$ cat config.mk
export PLATFORM = sky130hd
export DESIGN_NAME = serial_adder_ctrl_flat
export DESIGN_NICKNAME = d
export VERILOG_FILES = /design/src/rtl/serial_adder_ctrl_pkg.sv /design/src/rtl/serial_adder_ctrl_if.sv /design/src/rtl/serial_adder_ctrl_rca4.sv /design/src/rtl/serial_adder_ctrl.sv /design/src/flat_wrapper.sv
export SDC_FILE = /design/constraint.sdc
export NUM_CORES = 1
export LEC_CHECK = 0
export ABC_AREA = 1
export CORE_MARGIN = 1.5
export CORE_UTILIZATION = 45
export DETAILED_ROUTE_END_ITERATION = 16
export PLACE_DENSITY = 0.67
export RECOVER_POWER = 100
export SYNTH_ARGS = -nofsm -noshare
export SYNTH_HDL_FRONTEND = slang
export SYNTH_SLANG_ARGS = --single-unit
export TNS_END_PERCENT = 1
$ cat constraint.sdc
create_clock -name clk -period 3.71 [get_ports clk]
set_clock_uncertainty 0.1 [all_clocks]
set_input_delay 0.9275 -clock clk [delete_from_list [all_inputs] [get_ports clk]]
set_output_delay 0.9275 -clock clk [all_outputs]
set_load 0.005 [all_outputs]
$ cat src/rtl/serial_adder_ctrl_pkg.sv
// Shared types for the nibble-serial add/subtract sequencer.
// State encoding 2'd3 is unused and recovers to IDLE.
package serial_adder_ctrl_pkg;

    localparam int NIBBLE_W = 4;

    typedef enum logic [1:0] {
        IDLE = 2'd0,
        RUN  = 2'd1,
        DONE = 2'd2
    } state_t;

endpackage

$ cat src/rtl/serial_adder_ctrl_if.sv
// Requester-side bundle: start/operands in, busy/done/results out.
// master = requester, slave = sequencer.
interface serial_adder_ctrl_if #(
    parameter int W = 16
);
    logic         start;
    logic         sub;
    logic [W-1:0] a;
    logic [W-1:0] b;
    logic         cin;
    logic         busy;
    logic         done;
    logic [W-1:0] sum;
    logic         cout;
    logic         ovf;

    modport master (
        output start, sub, a, b, cin,
        input  busy, done, sum, cout, ovf
    );

    modport slave (
        input  start, sub, a, b, cin,
        output busy, done, sum, cout, ovf
    );
endinterface

$ cat src/rtl/serial_adder_ctrl_rca4.sv
// One 4-bit ripple-carry adder slice, purely combinational.
// Shared by every nibble of a serial operation.
module rca4
    import serial_adder_ctrl_pkg::*;
(
    input  logic [NIBBLE_W-1:0] a,
    input  logic [NIBBLE_W-1:0] b,
    input  logic                cin,
    output logic [NIBBLE_W-1:0] s,
    output logic                cout
);

    // Ripple the carry bit by bit through the slice
    always_comb begin
        logic c;
        c = cin;
        s = '0;
        for (int i = 0; i < NIBBLE_W; i++) begin
            s[i] = a[i] ^ b[i] ^ c;
            c    = (a[i] & b[i]) | (c & (a[i] ^ b[i]));
        end
        cout = c;
    end

endmodule

$ cat src/rtl/serial_adder_ctrl.sv
// Nibble-serial add/subtract sequencer around a shared rca4.
// One nibble per clock LSB first; results published on DONE.
module serial_adder_ctrl
    import serial_adder_ctrl_pkg::*;
#(
    parameter int NIBBLES = 4
) (
    input  logic               clk,
    input  logic               rst,
    serial_adder_ctrl_if.slave bus
);

    localparam int W     = NIBBLE_W * NIBBLES;
    localparam int IDX_W = $clog2(NIBBLES);
    localparam logic [IDX_W-1:0] LAST = IDX_W'(NIBBLES - 1);

    state_t           state_q, state_d;
    logic [IDX_W-1:0] idx_q, idx_d;
    logic [W-1:0]     a_q, a_d;
    logic [W-1:0]     b_q, b_d;
    logic             c_q, c_d;
    logic [W-1:0]     work_q, work_d;
    logic [W-1:0]     sum_q, sum_d;
    logic             cout_q, cout_d;
    logic             ovf_q, ovf_d;
    logic             busy_q, busy_d;
    logic             done_q, done_d;

    logic                accept;
    logic [IDX_W+1:0]    lo;
    logic [NIBBLE_W-1:0] nib_a, nib_b, nib_s;
    logic                nib_c;

    assign lo    = {idx_q, 2'b00};
    assign nib_a = a_q[lo +: NIBBLE_W];
    assign nib_b = b_q[lo +: NIBBLE_W];

    rca4 u_rca4 (
        .a    (nib_a),
        .b    (nib_b),
        .cin  (c_q),
        .s    (nib_s),
        .cout (nib_c)
    );

    // Next-state: accept, per-nibble step, publish on last nibble
    always_comb begin
        state_d = state_q;
        idx_d   = idx_q;
        a_d     = a_q;
        b_d     = b_q;
        c_d     = c_q;
        work_d  = work_q;
        sum_d   = sum_q;
        cout_d  = cout_q;
        ovf_d   = ovf_q;
        accept  = 1'b0;

        unique case (state_q)
            IDLE: accept = bus.start;
            RUN: begin
                work_d[lo +: NIBBLE_W] = nib_s;
                c_d = nib_c;
                if (idx_q == LAST) begin
                    state_d = DONE;
                    sum_d   = work_d;
                    cout_d  = nib_c;
                    ovf_d   = (a_q[W-1] == b_q[W-1]) &&
                              (work_d[W-1] != a_q[W-1]);
                end else begin
                    idx_d = idx_q + IDX_W'(1);
                end
            end
            DONE: begin
                accept = bus.start;
                if (!bus.start) state_d = IDLE;
            end
            default: state_d = IDLE;
        endcase

        if (accept) begin
            state_d = RUN;
            idx_d   = '0;
            a_d     = bus.a;
            b_d     = bus.sub ? ~bus.b : bus.b;
            c_d     = bus.sub | bus.cin;
        end

        busy_d = (state_d == RUN);
        done_d = (state_d == DONE);
    end

    // Register FSM, datapath and outputs; rst wins over start
    always_ff @(posedge clk) begin
        if (rst) begin
            state_q <= IDLE;
            idx_q   <= '0;
            a_q     <= '0;
            b_q     <= '0;
            c_q     <= 1'b0;
            work_q  <= '0;
            sum_q   <= '0;
            cout_q  <= 1'b0;
            ovf_q   <= 1'b0;
            busy_q  <= 1'b0;
            done_q  <= 1'b0;
        end else begin
            state_q <= state_d;
            idx_q   <= idx_d;
            a_q     <= a_d;
            b_q     <= b_d;
            c_q     <= c_d;
            work_q  <= work_d;
            sum_q   <= sum_d;
            cout_q  <= cout_d;
            ovf_q   <= ovf_d;
            busy_q  <= busy_d;
            done_q  <= done_d;
        end
    end

    assign bus.busy = busy_q;
    assign bus.done = done_q;
    assign bus.sum  = sum_q;
    assign bus.cout = cout_q;
    assign bus.ovf  = ovf_q;

endmodule

$ cat src/flat_wrapper.sv
// flat-port wrapper written by rule: the top's interface ports become plain ports
module serial_adder_ctrl_flat import serial_adder_ctrl_pkg::*;
#(
    parameter int NIBBLES = 4
)
  (clk, rst, bus_start, bus_sub, bus_a, bus_b, bus_cin, bus_busy, bus_done, bus_sum, bus_cout, bus_ovf);
  serial_adder_ctrl_if #(.W(16)) bus_i ();
  input  logic clk;
  input  logic rst;
  input wire logic [$bits(bus_i.start)-1:0] bus_start;
  input wire logic [$bits(bus_i.sub)-1:0] bus_sub;
  input wire logic [$bits(bus_i.a)-1:0] bus_a;
  input wire logic [$bits(bus_i.b)-1:0] bus_b;
  input wire logic [$bits(bus_i.cin)-1:0] bus_cin;
  output wire logic [$bits(bus_i.busy)-1:0] bus_busy;
  output wire logic [$bits(bus_i.done)-1:0] bus_done;
  output wire logic [$bits(bus_i.sum)-1:0] bus_sum;
  output wire logic [$bits(bus_i.cout)-1:0] bus_cout;
  output wire logic [$bits(bus_i.ovf)-1:0] bus_ovf;
  assign bus_i.start = bus_start;
  assign bus_i.sub = bus_sub;
  assign bus_i.a = bus_a;
  assign bus_i.b = bus_b;
  assign bus_i.cin = bus_cin;
  assign bus_busy = bus_i.busy;
  assign bus_done = bus_i.done;
  assign bus_sum = bus_i.sum;
  assign bus_cout = bus_i.cout;
  assign bus_ovf = bus_i.ovf;
  serial_adder_ctrl #(.NIBBLES(NIBBLES)) u_core (.clk(clk), .rst(rst), .bus(bus_i));
endmodule
[Yosys cells after proc, flatten, opt, wreduce, memory -nomap -nowiden]
Cells that the tools add are included.
Storage, ports and cells
  output and inout port bits: 20
  register bits after elaboration: 73
  logic and storage cells: 63
Operators by class
  bitwise gates (word level): 23
  muxes and demuxes: 9
  $add $sub $neg: 2
  reduce and logical (&&, ||, !) cells: 7
  eq/ne operators: 7
  shift operators: 4
Operators by type and width (count)
  16-bit by 5-bit indexed part select with 4-bit output: 2
  16-bit bitwise mux: 1
  16-bit 2-to-1 mux: 1
  16-bit inverter: 1
  4-bit by 6-bit variable shift with 16-bit output (first input constant): 1
  4-bit by 6-bit indexed part select with 16-bit output: 1
  1-bit AND: 8
  1-bit XOR: 8
  2-bit equality test (second input constant): 3
  2-bit 2-to-1 mux: 3
  4-bit negator with 6-bit output: 1
  2-bit case mux with 3 select lines: 1
  1-bit bitwise OR: 5
  2-bit by 1-bit equality test with 1-bit output (second input constant): 2
  2-bit AND reduction: 2
  2-bit OR reduction: 2
  1-bit 2-to-1 mux: 3
  2-bit by 1-bit adder with 2-bit output (second input constant): 1
  2-bit logical NOT: 1
  2-bit nonzero test: 1
  1-bit equality test: 1
  1-bit logical AND: 1
  1-bit != test: 1
  1-bit inverter: 1

[Depth between registers and ports, before layout]
Gate-level depths: netlist of the first run.
  depth after elaboration: 13
  mapped depth: 19
  gate-level depth less buffers: 18

[Modules after synthesis]
A second synthesis of the first run with hierarchy kept.
Second synthesis, totals
  cells, all modules: 459
  area, all modules: 3409.5 um^2
Modules (own cells, without submodules)
  serial_adder_ctrl: times used 1, area an instance 3291.9 um^2, cells each 445
  rca4: times used 1, area an instance 117.6 um^2, cells each 14

[Least setup slack after synthesis of the first run]
OpenSTA, ideal clock, no wires.
  path kind: flip-flop to flip-flop
  from: reg u_core.idx_q[0]
  to: reg u_core.work_q[11]
  cell stages (with the launch flop): 18
  arrival: 2826 ps
  path slack: 669 ps
  cell sequence: dfxtp_1 > buf_2 > buf_4 > nand2_1 > a32o_1 > fa_1 > inv_1 > fa_1 > inv_1 > fa_1 > inv_1 > fa_1 > inv_1 > nor2_1 > inv_1 > o22ai_1 > o21ai_0 > inv_1
On the way
  cells in the longest elaborated chain, start to end: 11
RTL lines
  start: declaration: line serial_adder_ctrl.sv:18  | logic [IDX_W-1:0] idx_q, idx_d;
  start signal: assignment: line serial_adder_ctrl.sv:109  | idx_q <= idx_d;
  16-bit by 5-bit indexed part select with 4-bit output, on equally long branches: line serial_adder_ctrl.sv:35, serial_adder_ctrl.sv:36
  1-bit XOR: line serial_adder_ctrl_rca4.sv:19, serial_adder_ctrl_rca4.sv:20
  1-bit AND: line serial_adder_ctrl_rca4.sv:20  | c = (a[i] & b[i]) | (c & (a[i] ^ b[i]));
  1-bit bitwise OR: line serial_adder_ctrl_rca4.sv:20
  1-bit AND: line serial_adder_ctrl_rca4.sv:20
  1-bit bitwise OR: line serial_adder_ctrl_rca4.sv:20
  1-bit AND: line serial_adder_ctrl_rca4.sv:20
  1-bit bitwise OR: line serial_adder_ctrl_rca4.sv:20
  1-bit XOR: line serial_adder_ctrl_rca4.sv:19  | s[i] = a[i] ^ b[i] ^ c;
  4-bit by 6-bit indexed part select with 16-bit output: line serial_adder_ctrl.sv:62  | work_d[lo +: NIBBLE_W] = nib_s;
  16-bit bitwise mux *: line serial_adder_ctrl.sv:62
  end signal: assignment: line serial_adder_ctrl.sv:113  | work_q <= work_d;
  end: declaration: line serial_adder_ctrl.sv:22  | logic [W-1:0] work_q, work_d;
Every way passes the cells marked *; elsewhere a longest branch is shown, timed or not.
A chain may end at the register's enable or synchronous reset.

[Worst setup path in the final report of the first run]
  from: reg u_core.idx_q[0]
  to: reg u_core.work_q[15]
Same word-level chain as after synthesis.

==> out/qor.csv, run 1 <==
stage;metric;value;unit
status;outcome;finished, final reports clean;
floorplan;Initial Util;47.03;%
cts;clock buffer depth;2;
final_layout;layout cell share with drive strength beyond 1;6.225;%
placed_design;RD Place Congestion;0.8558;
global_routing;vias in the first global route;2834;
placed_design;Cells after DPL;581;
setup_path;Worst EP required;3.86;ns
setup_path;CP Class;reg -> reg;
cts;CTS tree;built;
drt;Initial DRT Pass Iterations;4;
cts;clock buffer count from CTS;9;
timing;final setup vio count;0;
placed_design;dpl ws;0.4141;ns
final_layout;commonest non-fill, non-tap cell in the layout;o21ai_0;
timing;Slew Limit Fails;0;
pwr;Leak;1.970;nW
setup_path;worst path buffer plus inverter count;5;
setup_path;worst path cell trace;buf_4 > nand2_1 > a32o_1 > fa_1 > inv_1 > fa_1 > inv_1 > fa_1 > inv_1 > fa_1 > nand3_1 > o21ai_0 > o21ai_0 > inv_1;
floorplan;die width;90.76;um
global_routing;Tot GR Track Use;19.42;%
synthesis;#FFs+latches synth;73;
synthesis;Mapped Cells;445;
drt;highest routed layer;met4;
floorplan;Core Rows;31;
timing;worst-margin pin slew;1.060;ns
setup_path;CP peak stage delay;0.46;ns
cts;# clock sinks;73;
final_layout;fin nets;540;
timing;Final Hold Fails;0;
drt;met2 WL;3.744;mm
cts;H-tree depth;3;
timing;relative slew slack;29.31;%
cts;clk slew on worst S/H paths;0.08;ns
timing;hold slack;0.3774;ns
global_routing;largest net degree at the start of global routing;49;
floorplan;DIE AREA;0.008237;mm^2
drt;Post-route DRC;0;
drt;Avg Vias per Cell;4.992;
cts;Post-CTS Resized;0;
final_layout;Syn-to-layout area delta;22.45;%
synthesis;Post-Synthesis Cell Area;0.003466;mm^2
setup_path;critical path arrival;3.48;ns
pwr;power after layout;1.889;mW
synthesis;Syn Nets;492;
cts;clock latency on the worst-skew pair;0.35;ns
drt;via count;2980;
placed_design;DP Area;0.004028;mm^2
floorplan;die height;90.76;um
drt;initial drt markers;136;
drt;Routed wire per std cell;12.79;um
final_layout;Final Non-Filler Cells;597;
timing;post-route minimum period;3.335;ns
setup_path;Crit-path slowest cell;dfxtp_1;
setup_path;CP endpoint kind;flip-flop;
min_path;Hold/Removal Path Class;reg -> reg;
timing;Fmax;0.2999;GHz
timing;setup TNS;0;ns
cts;Hold Buf Count CTS;0;
final_layout;# diodes;0;
pwr;P per Cell Area;445.1;mW/mm^2
setup_path;CP Launch Type;flip-flop;
final_layout;Util after Layout;57.59;%
pwr;worst vdd ir;0.2384;mV
timing;final worst setup slack;0.3753;ns
cts;CTS Root Cell;clkbuf_8;
placed_design;Port Buffers;56;
global_routing;GR Overflow Total;0;
synthesis;Distinct cells, synth;32;
placed_design;Detailed Place HPWL;5.334;mm
drt;drt total wl;7.636;mm
synthesis;top cells by area, synth;dfxtp_1 42%, o21ai_0 8.8%, inv_1 7.0%;
setup_path;Top delay family on crit path;adder cells;
global_routing;first-pass GRT wire length;12.80;mm
synthesis;share of the synthesized area in the top cell type;42.17;%
final_layout;most frequent cells in the layout;79 x o21ai_0, 73 x dfxtp_1, 66 x inv_1;
cts;post-CTS setup buffers;0;
floorplan;Core Region;0.007370;mm^2
timing;unrepaired setup endpoints after global routing;false;
global_routing;initial antenna violation count;0;
synthesis;synth warn;0;
drt;M1 WL;3.449;mm
final_layout;Final Cell Area;0.004244;mm^2
setup_path;Crit Path Max Fanout;21;
synthesis;Mean Syn Cell Area;7.788;um^2
drt;met3 routed WL;250;um
drt;Final ANT Viol Nets;0;
flow_run;MaxCap Viol Count;0;
synthesis;largest area contributor in the netlist;dfxtp_1;
synthesis;sequential area share after synthesis;42.17;%
floorplan;# IOs;57;
timing;Final period util;89.89;%
==> worst paths after layout <==
kind	cells past startpoint	from	slack [ns]	to
max	14	u_core.idx_q[0]	0.38	u_core.work_q[15]
min	2	u_core.bus.cout	0.38	u_core.bus.cout
max reg2reg	14	u_core.idx_q[0]	0.38	u_core.work_q[15]
min reg2reg	2	u_core.bus.cout	0.38	u_core.bus.cout
==> synth_stat cells (all sizes together) <==
cell type  count
a211oi         1
nand4          4
nand2         28
fa             4
xnor2         16
a21oi         40
o21a          15
nand3          9
o22ai         15
dfxtp         73
clkbuf        10
a22oi          1
inv           72
o21ai         80
a32o           3
buf           16
ha             6
o211ai         1
nor2          51
==> worst min-delay path, cell delays in order, from the launching register on <==
cell and delay (ns):
dfxtp_1 0.32, nand2_1 0.06, a21oi_1 0.06
==> routing by layer <==
| metal | vias to the layer above | track usage [%] |
|---|---|---|
| li1 | 1552 | - |
| met1 | 1352 | 24.05 |
| met2 | 64 | 31.89 |
| met3 | 12 | 3.199 |
| met4 | 0 | 10.85 |
| met5 | - | 0 |
==> logic make-up (layout without fill, tap and decap cells) <==
family / Yosys count / after routing / share of synthesized area [%]
AO/OA/AOI/OAI: 156 / 156 / 24.95
buffers and inverters: 98 / 151 / 12.92
AND/OR/NAND/NOR: 92 / 92 / 11.44
flip-flops: 73 / 73 / 42.17
XOR/XNOR: 16 / 16 / 4.043
adder cells (fa/ha/maj): 10 / 10 / 4.477
==> power by group <==
group / switching, mW / internal (mW) / leakage (nW)
registers: 0.0265 / 0.836 / 0.600
clock network: 0.295 / 0.413 / 0.115
logic: 0.184 / 0.135 / 1.25
total: 0.506 / 1.38 / 1.97
==> state kept, by name, summed over array words and instances (netlist names) <==
| name | cells |
|---|---|
| u_core.a_q | 16 |
| u_core.b_q | 16 |
| u_core.bus.sum | 16 |
| u_core.work_q | 16 |
| u_core.idx_q | 2 |
| u_core.state_q | 2 |
| u_core.bus.busy | 1 |
| u_core.bus.cout | 1 |
| u_core.bus.done | 1 |
| u_core.bus.ovf | 1 |
| u_core.c_q | 1 |
==> final cells by class <==
| class | count | area (um^2) |
|---|---|---|
| repair buffers | 63 | 605.6 |
| well taps | 99 | 123.9 |
| clock inverters | 5 | 77.57 |
| multi-input cells | 274 | 1551 |
| inverters | 72 | 272.8 |
| flip-flops and latches | 73 | 1461 |
| fillers | 677 | 3126 |
| clock buffers | 11 | 151.4 |
(Power assumes the default switching activity.)
==> run 2, diff against run 1 <==
--- a/config.mk
+++ b/config.mk
@@ -11,6 +11,7 @@
 export DETAILED_ROUTE_END_ITERATION = 16
 export PLACE_DENSITY = 0.67
 export RECOVER_POWER = 100
+export SLEW_MARGIN = 20
 export SYNTH_ARGS = -nofsm -noshare
 export SYNTH_HDL_FRONTEND = slang
 export SYNTH_SLANG_ARGS = --single-unit
==> constraint.sdc (replaced) <==
create_clock -name clk -period 3.55 [get_ports clk]
set_clock_uncertainty 0.1 [all_clocks]
set_input_delay 0.8875 -clock clk [delete_from_list [all_inputs] [get_ports clk]]
set_output_delay 0.8875 -clock clk [all_outputs]
set_load 0.005 [all_outputs]
==> out/qor.csv, run 2 (synthesis results as in run 1) <==
stage;metric;value;unit;change
status;outcome;finished, final reports clean;;unchanged
cts;Post-CTS Resized;0;;unchanged
global_routing;met3 usage;5.135;%;was 3.199%
floorplan;Core Rows;31;;unchanged
placed_design;Detailed Place HPWL;5.232;mm;was 5.334 mm
pwr;P per Cell Area;463.8;mW/mm^2;was 445.1 mW/mm^2
final_layout;commonest non-fill, non-tap cell in the layout;o21ai_0;;unchanged
drt;drt total wl;7.428;mm;was 7.636 mm
cts;CTS Root Cell;clkbuf_8;;unchanged
final_layout;Final Cell Area;0.004259;mm^2;was 0.004244 mm^2
flow_run;MaxCap Viol Count;0;;unchanged
placed_design;Port Buffers;56;;unchanged
setup_path;Worst EP required;3.70;ns;was 3.86 ns
final_layout;layout cell share with drive strength beyond 1;6.600;%;was 6.225%
pwr;Leak;1.979;nW;was 1.970 nW
floorplan;die width;90.76;um;unchanged
drt;Final ANT Viol Nets;0;;unchanged
timing;Final period util;89.57;%;was 89.89%
drt;Routed wire per std cell;12.40;um;was 12.79 um
floorplan;# IOs;57;;unchanged
final_layout;Final Non-Filler Cells;599;;was 597
setup_path;Crit Path Max Fanout;11;;was 21
floorplan;Initial Util;47.03;%;unchanged
timing;final worst setup slack;0.3702;ns;was 0.3753 ns
placed_design;RD Place Congestion;0.8543;;was 0.8558
setup_path;CP peak stage delay;0.45;ns;was 0.46 ns
setup_path;critical path arrival;3.33;ns;was 3.48 ns
cts;clk slew on worst S/H paths;0.07;ns;was 0.08 ns
setup_path;CP Launch Type;flip-flop;;unchanged
min_path;Hold/Removal Path Class;reg -> reg;;unchanged
timing;setup TNS;0;ns;unchanged
setup_path;worst path buffer plus inverter count;5;;unchanged
drt;via count;2959;;was 2980
final_layout;fin nets;542;;was 540
placed_design;DP Area;0.004043;mm^2;was 0.004028 mm^2
timing;Final Hold Fails;0;;unchanged
pwr;power after layout;1.975;mW;was 1.889 mW
floorplan;Core Region;0.007370;mm^2;unchanged
setup_path;Top delay family on crit path;adder cells;;unchanged
setup_path;CP endpoint kind;flip-flop;;unchanged
cts;clock buffer depth;2;;unchanged
cts;CTS tree;built;;unchanged
global_routing;initial antenna violation count;0;;unchanged
global_routing;GR Overflow Total;0;;unchanged
global_routing;busiest grt layer;met2;;unchanged
timing;hold slack;0.3811;ns;was 0.3774 ns
final_layout;most frequent cells in the layout;79 x o21ai_0, 73 x dfxtp_1, 66 x inv_1;;unchanged
timing;relative slew slack;34.70;%;was 29.31%
setup_path;Crit-path slowest cell;dfxtp_1;;unchanged
timing;Slew Limit Fails;0;;unchanged
timing;unrepaired setup endpoints after global routing;false;;unchanged
final_layout;Util after Layout;57.79;%;was 57.59%
cts;clock latency on the worst-skew pair;0.35;ns;about the same
global_routing;Tot GR Track Use;19.24;%;was 19.42%
cts;H-tree depth;3;;unchanged
global_routing;met2 global-route usage;31.08;%;was 31.89%
drt;initial drt markers;137;;was 136
final_layout;Syn-to-layout area delta;22.89;%;was 22.45%
timing;worst-margin pin slew;0.9795;ns;was 1.060 ns
timing;Fmax;0.3145;GHz;was 0.2999 GHz
final_layout;Layout fillers;729;;was 677
global_routing;vias in the first global route;2742;;was 2834
setup_path;worst path cell trace;buf_4 > a21oi_1 > a32o_1 > fa_1 > inv_1 > fa_1 > inv_1 > fa_1 > inv_1 > fa_1 > nand3_1 > o21ai_0 > nand2_1 > nand3_1 > nand2_1 > inv_1;;was buf_4 > nand2_1 > a32o_1 > fa_1 > inv_1 > fa_1 > inv_1 > fa_1 > inv_1 > fa_1 > nand3_1 > o21ai_0 > o21ai_0 > inv_1
floorplan;die height;90.76;um;unchanged
global_routing;routing usage on met1;24.06;%;was 24.05%
global_routing;first-pass GRT wire length;12.63;mm;was 12.80 mm
global_routing;largest net degree at the start of global routing;43;;was 49
setup_path;CP Class;reg -> reg;;unchanged
cts;# clock sinks;73;;unchanged
drt;Initial DRT Pass Iterations;4;;unchanged
timing;final setup vio count;0;;unchanged
drt;Post-route DRC;0;;unchanged
cts;clock buffer count from CTS;9;;unchanged
cts;Hold Buf Count CTS;0;;unchanged
drt;Avg Vias per Cell;4.940;;was 4.992
floorplan;DIE AREA;0.008237;mm^2;unchanged
pwr;worst vdd ir;0.2012;mV;was 0.2384 mV
placed_design;dpl ws;0.4121;ns;was 0.4141 ns
timing;post-route minimum period;3.180;ns;was 3.335 ns
placed_design;Cells after DPL;583;;was 581
cts;post-CTS setup buffers;0;;unchanged
final_layout;# diodes;0;;unchanged
## run 2: changes by cell type in the layout (fill, tap and decap cells not counted), sizes merged
cell,delta
buf,+2
## run 2: layout make-up
cell class              count  area, um^2  share of cell area, %
multi-input cells         274        1551                  36.43
flip-flops and latches     73        1461                  34.31
repair buffers             65       620.6                  14.57
inverters                  72       272.8                  6.404
clock buffers              11       151.4                  3.555
well taps                  99       123.9                  2.908
clock inverters             5       77.57                  1.821
## run 2: routing by layer
metal | wire [um] | part of all wire, %
met5 | 0 | 0
met4 | 129 | 1.7
met3 | 310 | 4.2
met2 | 3487 | 47
met1 | 3501 | 47
## run 2: worst register-to-register path, cell delays in order (launching register included)
cell and delay (ns):
dfxtp_1 0.45, buf_4 0.22, a21oi_1 0.07, a32o_1 0.23
fa_1 0.40, inv_1 0.08, fa_1 0.15, inv_1 0.05
fa_1 0.36, inv_1 0.08, fa_1 0.45, nand3_1 0.13
o21ai_0 0.10, nand2_1 0.07, nand3_1 0.06, nand2_1 0.06
inv_1 0.03
## run 2: final timing paths
check,startpoint,endpoint,slack [ns],cells after the start
hold / removal,u_core.bus.cout,u_core.bus.cout,0.38,2
setup / recovery,u_core.idx_q[0],u_core.bus.ovf,0.37,16
setup reg to reg,u_core.idx_q[0],u_core.bus.ovf,0.37,16
hold reg to reg,u_core.bus.cout,u_core.bus.cout,0.38,2
## run 2: power by group
group / leakage (nW) / internal (mW) / switching [mW]
clock network: 0.115 / 0.431 / 0.306
registers: 0.600 / 0.873 / 0.0276
logic: 1.26 / 0.144 / 0.193
==> run 3, diff against run 2 <==
--- a/config.mk
+++ b/config.mk
@@ -9,6 +9,7 @@
 export CORE_MARGIN = 1.5
 export CORE_UTILIZATION = 45
 export DETAILED_ROUTE_END_ITERATION = 16
+export HOLD_SLACK_MARGIN = 0.03
 export PLACE_DENSITY = 0.67
 export RECOVER_POWER = 100
 export SLEW_MARGIN = 20
==> results of run 3 <==
Same layout as run 2: the final DEF is identical, and so are final timing and power.
